[src/rtl/cmsdk_uart_capture_mc.sv]
// Multi-channel 8N1 UART capture for the MCU testbench: per-channel receivers and line printers,
// plus an ESC-prefixed control decoder on channel 0 (debug enable, AUXCTRL, end of simulation).
//
//   rx state | meaning
//   S_IDLE   | line idle, waiting for synchronised RXD low
//   S_START  | timing half a bit to re-check the start bit
//   S_DATA   | sampling 8 data bits, LSB first, one per BAUD_DIV
//   S_STOP   | sampling the stop bit
//
//   cmd state | meaning
//   C_IDLE    | channel-0 bytes go to the line buffer; 0x1B escapes
//   C_ESC     | previous byte was 0x1B; next byte is a command
//   C_AUX     | next byte is loaded into AUXCTRL
module cmsdk_uart_capture_mc #(
  parameter int NCH         = 2,
  parameter int BAUD_DIV    = 16,
  parameter int LINE_DEPTH  = 80,
  parameter int STOP_ON_END = 1
) (
  input  logic                 CLK,
  input  logic                 RESETn,
  input  logic [NCH-1:0]       RXD,
  output logic [NCH-1:0]       RX_VALID,
  output logic [8*NCH-1:0]     RX_DATA,
  output logic [NCH-1:0]       FRAME_ERR,
  output logic                 DEBUG_TESTER_ENABLE,
  output logic [7:0]           AUXCTRL,
  output logic                 SIMULATIONEND
);

  localparam int CW = $clog2(BAUD_DIV);
  localparam logic [CW-1:0] CNT_FULL = CW'(BAUD_DIV - 1);
  localparam logic [CW-1:0] CNT_HALF = CW'(BAUD_DIV / 2 - 1);
  localparam int LW = $clog2(LINE_DEPTH + 1);
  localparam int AW = (LINE_DEPTH > 1) ? $clog2(LINE_DEPTH) : 1;
  localparam logic [LW-1:0] LEN_FULL = LW'(LINE_DEPTH);

  typedef enum logic [1:0] {S_IDLE, S_START, S_DATA, S_STOP} rx_state_t;
  typedef enum logic [1:0] {C_IDLE, C_ESC, C_AUX} cmd_state_t;

  logic [NCH-1:0] byte_ok;
  logic [7:0]     rx_byte [NCH];
  logic [NCH-1:0] consumed;
  logic           end_flush_req;

  cmd_state_t cmd_q, cmd_d;
  logic       dte_d;
  logic [7:0] aux_d;
  logic       end_d;

  always_comb begin
    cmd_d         = cmd_q;
    dte_d         = DEBUG_TESTER_ENABLE;
    aux_d         = AUXCTRL;
    end_d         = SIMULATIONEND;
    consumed      = '0;
    end_flush_req = 1'b0;
    if (byte_ok[0]) begin
      consumed[0] = (cmd_q != C_IDLE) || (rx_byte[0] == 8'h1B);
      case (cmd_q)
        C_IDLE: if (rx_byte[0] == 8'h1B) cmd_d = C_ESC;
        C_ESC: begin
          cmd_d = C_IDLE;
          case (rx_byte[0])
            8'h11: dte_d = 1'b1;
            8'h12: dte_d = 1'b0;
            8'h04: begin
              end_d         = 1'b1;
              end_flush_req = 1'b1;
            end
            8'h10: cmd_d = C_AUX;
            8'h1B: cmd_d = C_ESC;
            default: ;
          endcase
        end
        C_AUX: begin
          aux_d = rx_byte[0];
          cmd_d = C_IDLE;
        end
        default: cmd_d = C_IDLE;
      endcase
    end
  end

  always_ff @(posedge CLK or negedge RESETn) begin
    if (!RESETn) begin
      cmd_q               <= C_IDLE;
      DEBUG_TESTER_ENABLE <= 1'b0;
      AUXCTRL             <= 8'h00;
      SIMULATIONEND       <= 1'b0;
    end else begin
      cmd_q               <= cmd_d;
      DEBUG_TESTER_ENABLE <= dte_d;
      AUXCTRL             <= aux_d;
      SIMULATIONEND       <= end_d;
    end
  end

  for (genvar n = 0; n < NCH; n++) begin : g_ch
    logic            sync1, sync2;
    rx_state_t       st_q, st_d;
    logic [CW-1:0]   cnt_q, cnt_d;
    logic [2:0]      bit_q, bit_d;
    logic [7:0]      sh_q, sh_d;
    logic            ok_d, err_d;
    logic            valid_q, ferr_q;
    logic [7:0]      data_q;

    always_ff @(posedge CLK or negedge RESETn) begin
      if (!RESETn) begin
        sync1 <= 1'b1;
        sync2 <= 1'b1;
      end else begin
        sync1 <= RXD[n];
        sync2 <= sync1;
      end
    end

    always_comb begin
      st_d  = st_q;
      cnt_d = cnt_q + 1'b1;
      bit_d = bit_q;
      sh_d  = sh_q;
      ok_d  = 1'b0;
      err_d = 1'b0;
      case (st_q)
        S_IDLE: begin
          cnt_d = '0;
          if (!sync2) st_d = S_START;
        end
        S_START: if (cnt_q == CNT_HALF) begin
          cnt_d = '0;
          bit_d = '0;
          st_d  = sync2 ? S_IDLE : S_DATA;
        end
        S_DATA: if (cnt_q == CNT_FULL) begin
          cnt_d = '0;
          sh_d  = {sync2, sh_q[7:1]};
          bit_d = bit_q + 1'b1;
          if (bit_q == 3'd7) st_d = S_STOP;
        end
        S_STOP: if (cnt_q == CNT_FULL) begin
          cnt_d = '0;
          st_d  = S_IDLE;
          ok_d  = sync2;
          err_d = ~sync2;
        end
        default: st_d = S_IDLE;
      endcase
    end

    always_ff @(posedge CLK or negedge RESETn) begin
      if (!RESETn) begin
        st_q    <= S_IDLE;
        cnt_q   <= '0;
        bit_q   <= '0;
        sh_q    <= '0;
        valid_q <= 1'b0;
        ferr_q  <= 1'b0;
        data_q  <= '0;
      end else begin
        st_q    <= st_d;
        cnt_q   <= cnt_d;
        bit_q   <= bit_d;
        sh_q    <= sh_d;
        valid_q <= ok_d;
        ferr_q  <= err_d;
        if (ok_d) data_q <= sh_q;
      end
    end

    assign byte_ok[n]         = ok_d;
    assign rx_byte[n]         = sh_q;
    assign RX_VALID[n]        = valid_q;
    assign FRAME_ERR[n]       = ferr_q;
    assign RX_DATA[8*n +: 8]  = data_q;

    // Line buffer: text storage needs no reset, only the length does.
    logic [7:0]    line_mem [LINE_DEPTH];
    logic [LW-1:0] len_q;
    logic          to_buf, is_nl, is_chr, flush_full, flush_end;

    always_comb begin
      to_buf     = ok_d && !consumed[n];
      is_nl      = to_buf && (sh_q == 8'h0A);
      is_chr     = to_buf && (sh_q != 8'h0A) && (sh_q != 8'h0D);
      flush_full = is_chr && (len_q == LEN_FULL);
    end

    if (n == 0) begin : g_end
      assign flush_end = end_flush_req && (len_q != '0);
    end else begin : g_noend
      assign flush_end = 1'b0;
    end

    always_ff @(posedge CLK or negedge RESETn) begin
      if (!RESETn)                len_q <= '0;
      else if (is_nl || flush_end) len_q <= '0;
      else if (is_chr)            len_q <= flush_full ? LW'(1) : len_q + 1'b1;
    end

    always_ff @(posedge CLK) begin
      if (is_chr) line_mem[flush_full ? AW'(0) : len_q[AW-1:0]] <= sh_q;
    end

`ifndef SYNTHESIS
    function automatic string line_text();
      string s = "";
      for (int i = 0; i < LINE_DEPTH; i++)
        if (i < int'(len_q)) s = $sformatf("%s%c", s, line_mem[i]);
      return s;
    endfunction

    always @(posedge CLK)
      if (RESETn && (is_nl || flush_full || flush_end))
        $display("UART%0d: %s", n, line_text());
`endif
  end

`ifndef SYNTHESIS
  logic [1:0] end_pipe;
  always_ff @(posedge CLK or negedge RESETn) begin
    if (!RESETn) end_pipe <= '0;
    else         end_pipe <= {end_pipe[0], SIMULATIONEND};
  end

  always @(posedge CLK)
    if (STOP_ON_END != 0 && RESETn && end_pipe[0] && !end_pipe[1]) $finish;
`endif

endmodule
[config.mk]
export PLATFORM = sky130hd
export DESIGN_NAME = cmsdk_uart_capture_mc
export DESIGN_NICKNAME = d
export VERILOG_FILES = /design/src/rtl/cmsdk_uart_capture_mc.sv
export SDC_FILE = /design/constraint.sdc
export NUM_CORES = 1
export LEC_CHECK = 0
export BUFFER_PORTS_ARGS = -buffer_cell sky130_fd_sc_hd__buf_2
export CORE_MARGIN = 3
export CORE_UTILIZATION = 40
export DETAILED_ROUTE_END_ITERATION = 6
export HOLD_SLACK_MARGIN = 0.06
export PLACE_DENSITY = 0.7
export RECOVER_POWER = 100
export SYNTH_ARGS = -nofsm -noshare
export SYNTH_HDL_FRONTEND = slang
export SYNTH_SLANG_ARGS = --single-unit
[constraint.sdc]
create_clock -name CLK -period 1.77 [get_ports CLK]
set_input_delay 0.0885 -clock CLK [delete_from_list [all_inputs] [get_ports CLK]]
set_output_delay 0.0885 -clock CLK [all_outputs]
set_load 0.01 [all_outputs]
# After elaboration in Yosys (flattened, before gate mapping)

Index checks and enable logic that the tools add are counted.

Flip-flop bits (word level): 70
Input bits: 4
Output and inout port bits: 30
Logic and storage cells: 114

Add/sub/neg operators: 4
Equality and inequality tests: 30
Muxes and demuxes: 38
Bitwise logic cells: 2
Reduce and logical (&&, ||, !) cells: 18

Operators with widths:

| kind                | number |
|---|---|
| $eq 8x5->1 const B  | 4 |
| $mux 2              | 13 |
| $pmux 4 s3          | 2 |
| $ne 2x2->1 const B  | 11 |
| $mux 4              | 4 |
| $pmux 2 s4          | 2 |
| $mux 3              | 4 |
| $pmux 3 s2          | 2 |
| $reduce_and 3->1    | 4 |
| $eq 2x2->1 const B  | 5 |
| $reduce_and 5->1    | 2 |
| $add 4x1->4 const B | 2 |
| $eq 4x3->1 const B  | 2 |
| $eq 4x4->1 const B  | 2 |
| $eq 8x3->1 const B  | 1 |
| $mux 1              | 8 |
| $pmux 2 s2          | 2 |
| $reduce_and 2->1    | 4 |
| $add 3x1->3 const B | 2 |
| $eq 2x1->1 const B  | 3 |
| $eq 3x3->1 const B  | 2 |
| $logic_not 2->1     | 3 |
| $reduce_bool 2->1   | 3 |
| $reduce_or 2->1     | 2 |
| 2 further kinds     | 3 |

# Logic depth before layout (Yosys ltp)

Depth in word-level cells: 4
Depth in mapped cells: 6
Depth with buffers taken out: 5

# Worst setup path before layout

OpenSTA, ideal clock, no wires.

Path type: register to register
Start point: reg g_ch[0].cnt_q[0]
End point: reg AUXCTRL[0]
Setup time: 0.125 ns
Arrival: 1.545 ns
Data required time: 1.645 ns
Slack: 0.100 ns
Cell stages (with the launch flop): 7
Buffers on the path: 2
Period minus slack after synthesis: 1.670 ns
Path through: dfrtp_1 > ha_1 > buf_6 > and4_4 > and4_4 > buf_12 > mux2_4

Cells in the longest elaborated chain, start to end: 4

Ends and longest elaborated chain:

| what                              | RTL line | text |
|---|---|---|
| from (decl)                       | 102      | `logic [CW-1:0] cnt_q, cnt_d;` |
| from (signal assigned)            | 163      | `cnt_q <= cnt_d;` |
| $eq 4x4->1                        | 142      | `S_STOP: if (cnt_q == CNT_FULL) begin` |
| $mux 1                            | 142      |  |
| $mux 1                            | 126      | `case (st_q)` |
| $reduce_and 2->1 (no source line) | -        |  |
| to (signal assigned)              | 94       | `AUXCTRL <= aux_d;` |
| to (decl)                         | 27       | `output logic [7:0] AUXCTRL,` |

Every way passes these cells.
A chain may end at the register's enable or synchronous reset.

# Worst setup path in the final report

Start point: reg g_ch[0].cnt_q[0]
End point: reg g_ch[0].sh_q[4]

Cells in the longest elaborated chain, start to end: 2

Ends and longest elaborated chain:

| what                              | RTL line | text |
|---|---|---|
| $eq 4x4->1                        | 136      | `S_DATA: if (cnt_q == CNT_FULL) begin` |
| $reduce_and 2->1 (no source line) | -        |  |
| to (signal assigned)              | 157      | `sh_q <= '0;` |
| to (signal assigned)              | 165      | `sh_q <= sh_d;` |
| to (decl)                         | 104      | `logic [7:0] sh_q, sh_d;` |

Every way passes these cells.

==> implementation parameters <==
Parameter                              Value

Die
  Die width ... 94.4 um
  Starting Density ... 42.2%
  Die boundary height ... 94.4 um
  Core ar. ... 7410 sq um
  Floorplan row count ... 31
  Full die area ... 8920 sq um
  I/O pin count ... 34

Route
  Routed via count ... 1900
  Initial DRC Count ... 54
  Number of vias per cell ... 5.08
  Antenna-violating nets left ... 0
  Router iterations before antenna repair ... 4
  Final wirelength ... 5.65 mm
  Final routed wire length divided by cell count ... 15.1 um
  DRC Markers ... 0

Timing
  Worst hold slack after final layout ... 0.359 ns
  Final Cycle Share ... 93.6%
  Crit path time final ... 1.66 ns
  Max-slew headroom ... 14.4%
  Slew at the pin closest to its max-slew limit ... 1.28 ns
  Max-slew violation total from the final report ... 0
  Maximum achievable frequency ... 0.603 GHz
  Setup repair after global routing missed its margin ... no
  Final setup viols ... 0
  Post-Route Skew ... 0.00742 ns
  Setup TNS ... 0 ns
  Number of hold-slack violations in the final timing report ... 0

Power and ir drop
  Leakage Power ... 0.00165 uW
  Sequential group share of total power ... 47.5%
  Max VDD drop ... 410 uV
  Power Dens Cells ... 1150 nW/um^2
  Internal power contribution ... 2750 uW
  Net switching power figure ... 1290 uW
  Share of total power in combinational logic ... 25.5%
  Sum of internal, switching and leakage power ... 4040 uW
  Switching part of the total power ... 32.0%
  Part of the total power dissipated in the clock network ... 27.0%

Synth
  Netlist Area Pre-Place ... 3130 sq um
  Top cells by instance count after synthesis ... sky130_fd_sc_hd__dfrtp_1 (66), sky130_fd_sc_hd__mux2_2 (32), sky130_fd_sc_hd__mux2_4 (9)
  Most instantiated library cell after synthesis ... sky130_fd_sc_hd__dfrtp_1
  Fraction of synthesized cell area taken by the top area cell type ... 52.8%
  Top_reg_cell synth ... sky130_fd_sc_hd__dfrtp_1
  Area leader, netlist ... sky130_fd_sc_hd__dfrtp_1
  Average instance area after synthesis ... 13.8 sq um
  Yosys reg bits ... 70
  Yosys cell types ... 55
  Fraction of the yosys area taken by sequential cells ... 56.2%
  Post-synth net total ... 236
  Number of enable flip-flop cells after synthesis ... 0
  Async SR Flop Fraction ... 100%
  Leading cell types by total area after synthesis ... sky130_fd_sc_hd__dfrtp_1 (53%), sky130_fd_sc_hd__mux2_2 (12%), sky130_fd_sc_hd__mux2_4 (4.3%)
  Total number of yosys warnings ... 0
  Number of instances in the synthesized netlist ... 226

Cells and area
  Growth of design area from synthesis to finish ... 12.6%
  Fraction of final layout cells sized beyond drive strength 1 ... 28.4%
  Antenna fix cells ... 0
  Final-stage net count ... 280

Critical path
  FF-to-FF path depth ... 6
  Required time reported for the critical path endpoint ... 1.99 ns
  Worst reg2reg endpoint ... g_ch[0].sh_q[4]
  Worst flop-to-flop path startpoint ... g_ch[0].cnt_q[0]
  Category of the worst setup path capture point ... flip-flop
  Critical path startpoint category ... flip-flop
  Critical Path AT ... 1.88 ns
  Flop-to-flop setup slack ... 0.11 ns
  Maximum fanout encountered on the critical timing path ... 8
  Critical path start-end classification ... reg -> reg

Run
  Max Cap Viol ... 0

CTS
  TritonCTS clock tree ... yes
  Buffers inserted during post-CTS setup optimization ... 0
  Clock slew at the register clock pins of the worst setup and hold paths ... 0.07 ns
  Clock buffer count from CTS ... 9
  H-tree depth ... 3
  Cell at the root of the clock tree ... sky130_fd_sc_hd__clkbuf_8
  Clk sink count ... 70
  CTS max path bufs ... 2
  Clock insertion delay at the later pin of the skew report ... 0.34 ns

Min path
  Min-Delay Path Depth ... 0
  Sink of the worst hold path ... g_ch[0].sync2
  Class of the worst hold path ... reg -> reg
  Worst hold start ... g_ch[0].sync1

Placement
  Half-perimeter wire length of the detailed placement result ... 4.01 mm
  Number of port buffers ... 33
  Routability congestion estimate from global placement ... 0.861

Global routing
  Number of antenna violations at the first check in global routing ... 0
  Remaining Overflow, GRT ... 0
  Vias in the first global route ... 1935
  Global-route wire length before repair ... 9.52 mm
  Overall global routing resource usage ... 13.8%
  Maximum number of pins on one net before global-route repair ... 27

Status
  Run status ... complete, no violations
-- cell families (layout without fill, tap and decap cells) --
family | Yosys count | in the layout | synth area share (%)
AO/OA/AOI/OAI | 39 | 39 | 9.24
XOR/XNOR | 2 | 2 | 0.560
adder cells (fa/ha/maj) | 6 | 6 | 2.40
buffers and inverters | 26 | 75 | 5.84
flip-flops | 70 | 70 | 56.2
multiplexers | 42 | 42 | 16.2
AND/OR/NAND/NOR | 41 | 41 | 9.64
-- routing by layer --
layer / up-vias / global-route usage [%] / wire length, um
li1: 911 / - / -
met1: 948 / 18.0 / 2660
met2: 36 / 21.6 / 2680
met3: 5 / 4.86 / 247
met4: 0 / 4.33 / 65
met5: - / 0 / 0
-- what timing repair did --
action	4_1_cts	5_1_grt
resized for setup	0	0
hold endpoints to repair	18	0
hold buffers	3	0
-- power groups by stage --
| stage | Combinational [uW] | Sequential [uW] | Clock (uW) |
|---|---|---|---|
| after CTS | 1070 | 1920 | 1150 |
| final | 1030 | 1920 | 1090 |
| after detailed placement | 1060 | 1950 | 0 |
| after global routing | 1160 | 1950 | 1210 |
| after global placement | 1030 | 1940 | 0 |
| after floorplan | 829 | 1910 | 0 |
-- metrics by stage --
stage                     cells  area, sq um  setup WS (ns)  utilization [%]
after global routing        374         3520         0.0285             47.6
after CTS                   374         3600          0.119             48.6
after detailed placement    355         3410          0.133             46.0
final                       374         3520          0.113             47.6
after global placement      355         3410          0.177             46.0
after floorplan             226         3130          0.100                -
-- state kept, by name, indices dropped and copies added (netlist names), named ones only --
| register | flops |
|---|---|
| cmd_q | 2 |
| g_ch.cnt_q | 8 |
| g_ch.sync1 | 2 |
| g_ch.valid_q | 2 |
| g_ch.sh_q | 16 |
| g_ch.sync2 | 2 |
| SIMULATIONEND | 1 |
| g_ch.st_q | 2 |
| g_ch.ferr_q | 2 |
| g_ch.bit_q | 6 |
| g_ch.data_q | 16 |
| AUXCTRL | 8 |
| DEBUG_TESTER_ENABLE | 1 |
-- layout by cell type, fill, tap and decap left out, drive strengths merged, types with 3 or more instances in the layout --
| cell | instances |
|---|---|
| dfrtp | 66 |
| clkbuf | 43 |
| mux2 | 41 |
| buf | 16 |
| nor2 | 8 |
| inv | 7 |
| a22o | 6 |
| a21oi | 6 |
| ha | 6 |
| o21ai | 5 |
| nor2b | 5 |
| a31oi | 4 |
| dfstp | 4 |
| and3 | 4 |
| clkinv | 4 |
| and4 | 3 |
| dlygate4sd3 | 3 |
-- worst max-delay path, cell delays in order, from the launching register on --
cell,delay (ns)
sky130_fd_sc_hd__dfrtp_1,0.40
sky130_fd_sc_hd__ha_1,0.19
sky130_fd_sc_hd__buf_4,0.17
sky130_fd_sc_hd__nand4_4,0.12
sky130_fd_sc_hd__nor2_1,0.15
sky130_fd_sc_hd__buf_4,0.18
sky130_fd_sc_hd__mux2_2,0.33
-- final cells by class --
class                   count  area [sq um]
repair buffers             52           294
fillers                   685          3880
flip-flops and latches     70          1760
clock buffers              10           128
well taps                  99           124
inverters                   7          26.3
clock inverters             6          38.8
multi-input cells         130          1160
-- how the worst max path moves through the flow --
stage,end,startpoint,cells past startpoint,slack [ns]
6_report,g_ch[0].sh_q[4],g_ch[0].cnt_q[0],6,0.11
5_1_grt,g_ch[1].bit_q[0],g_ch[1].cnt_q[0],5,0.03
3_3_place_gp,g_ch[0].st_q[0],g_ch[0].cnt_q[0],5,0.18
2_1_floorplan,AUXCTRL[0],g_ch[0].cnt_q[0],6,0.10
3_5_place_dp,g_ch[0].st_q[0],g_ch[0].cnt_q[0],5,0.13
4_1_cts,AUXCTRL[4],g_ch[0].cnt_q[0],4,0.12
No activity file was read; power rests on OpenSTA's default activity.
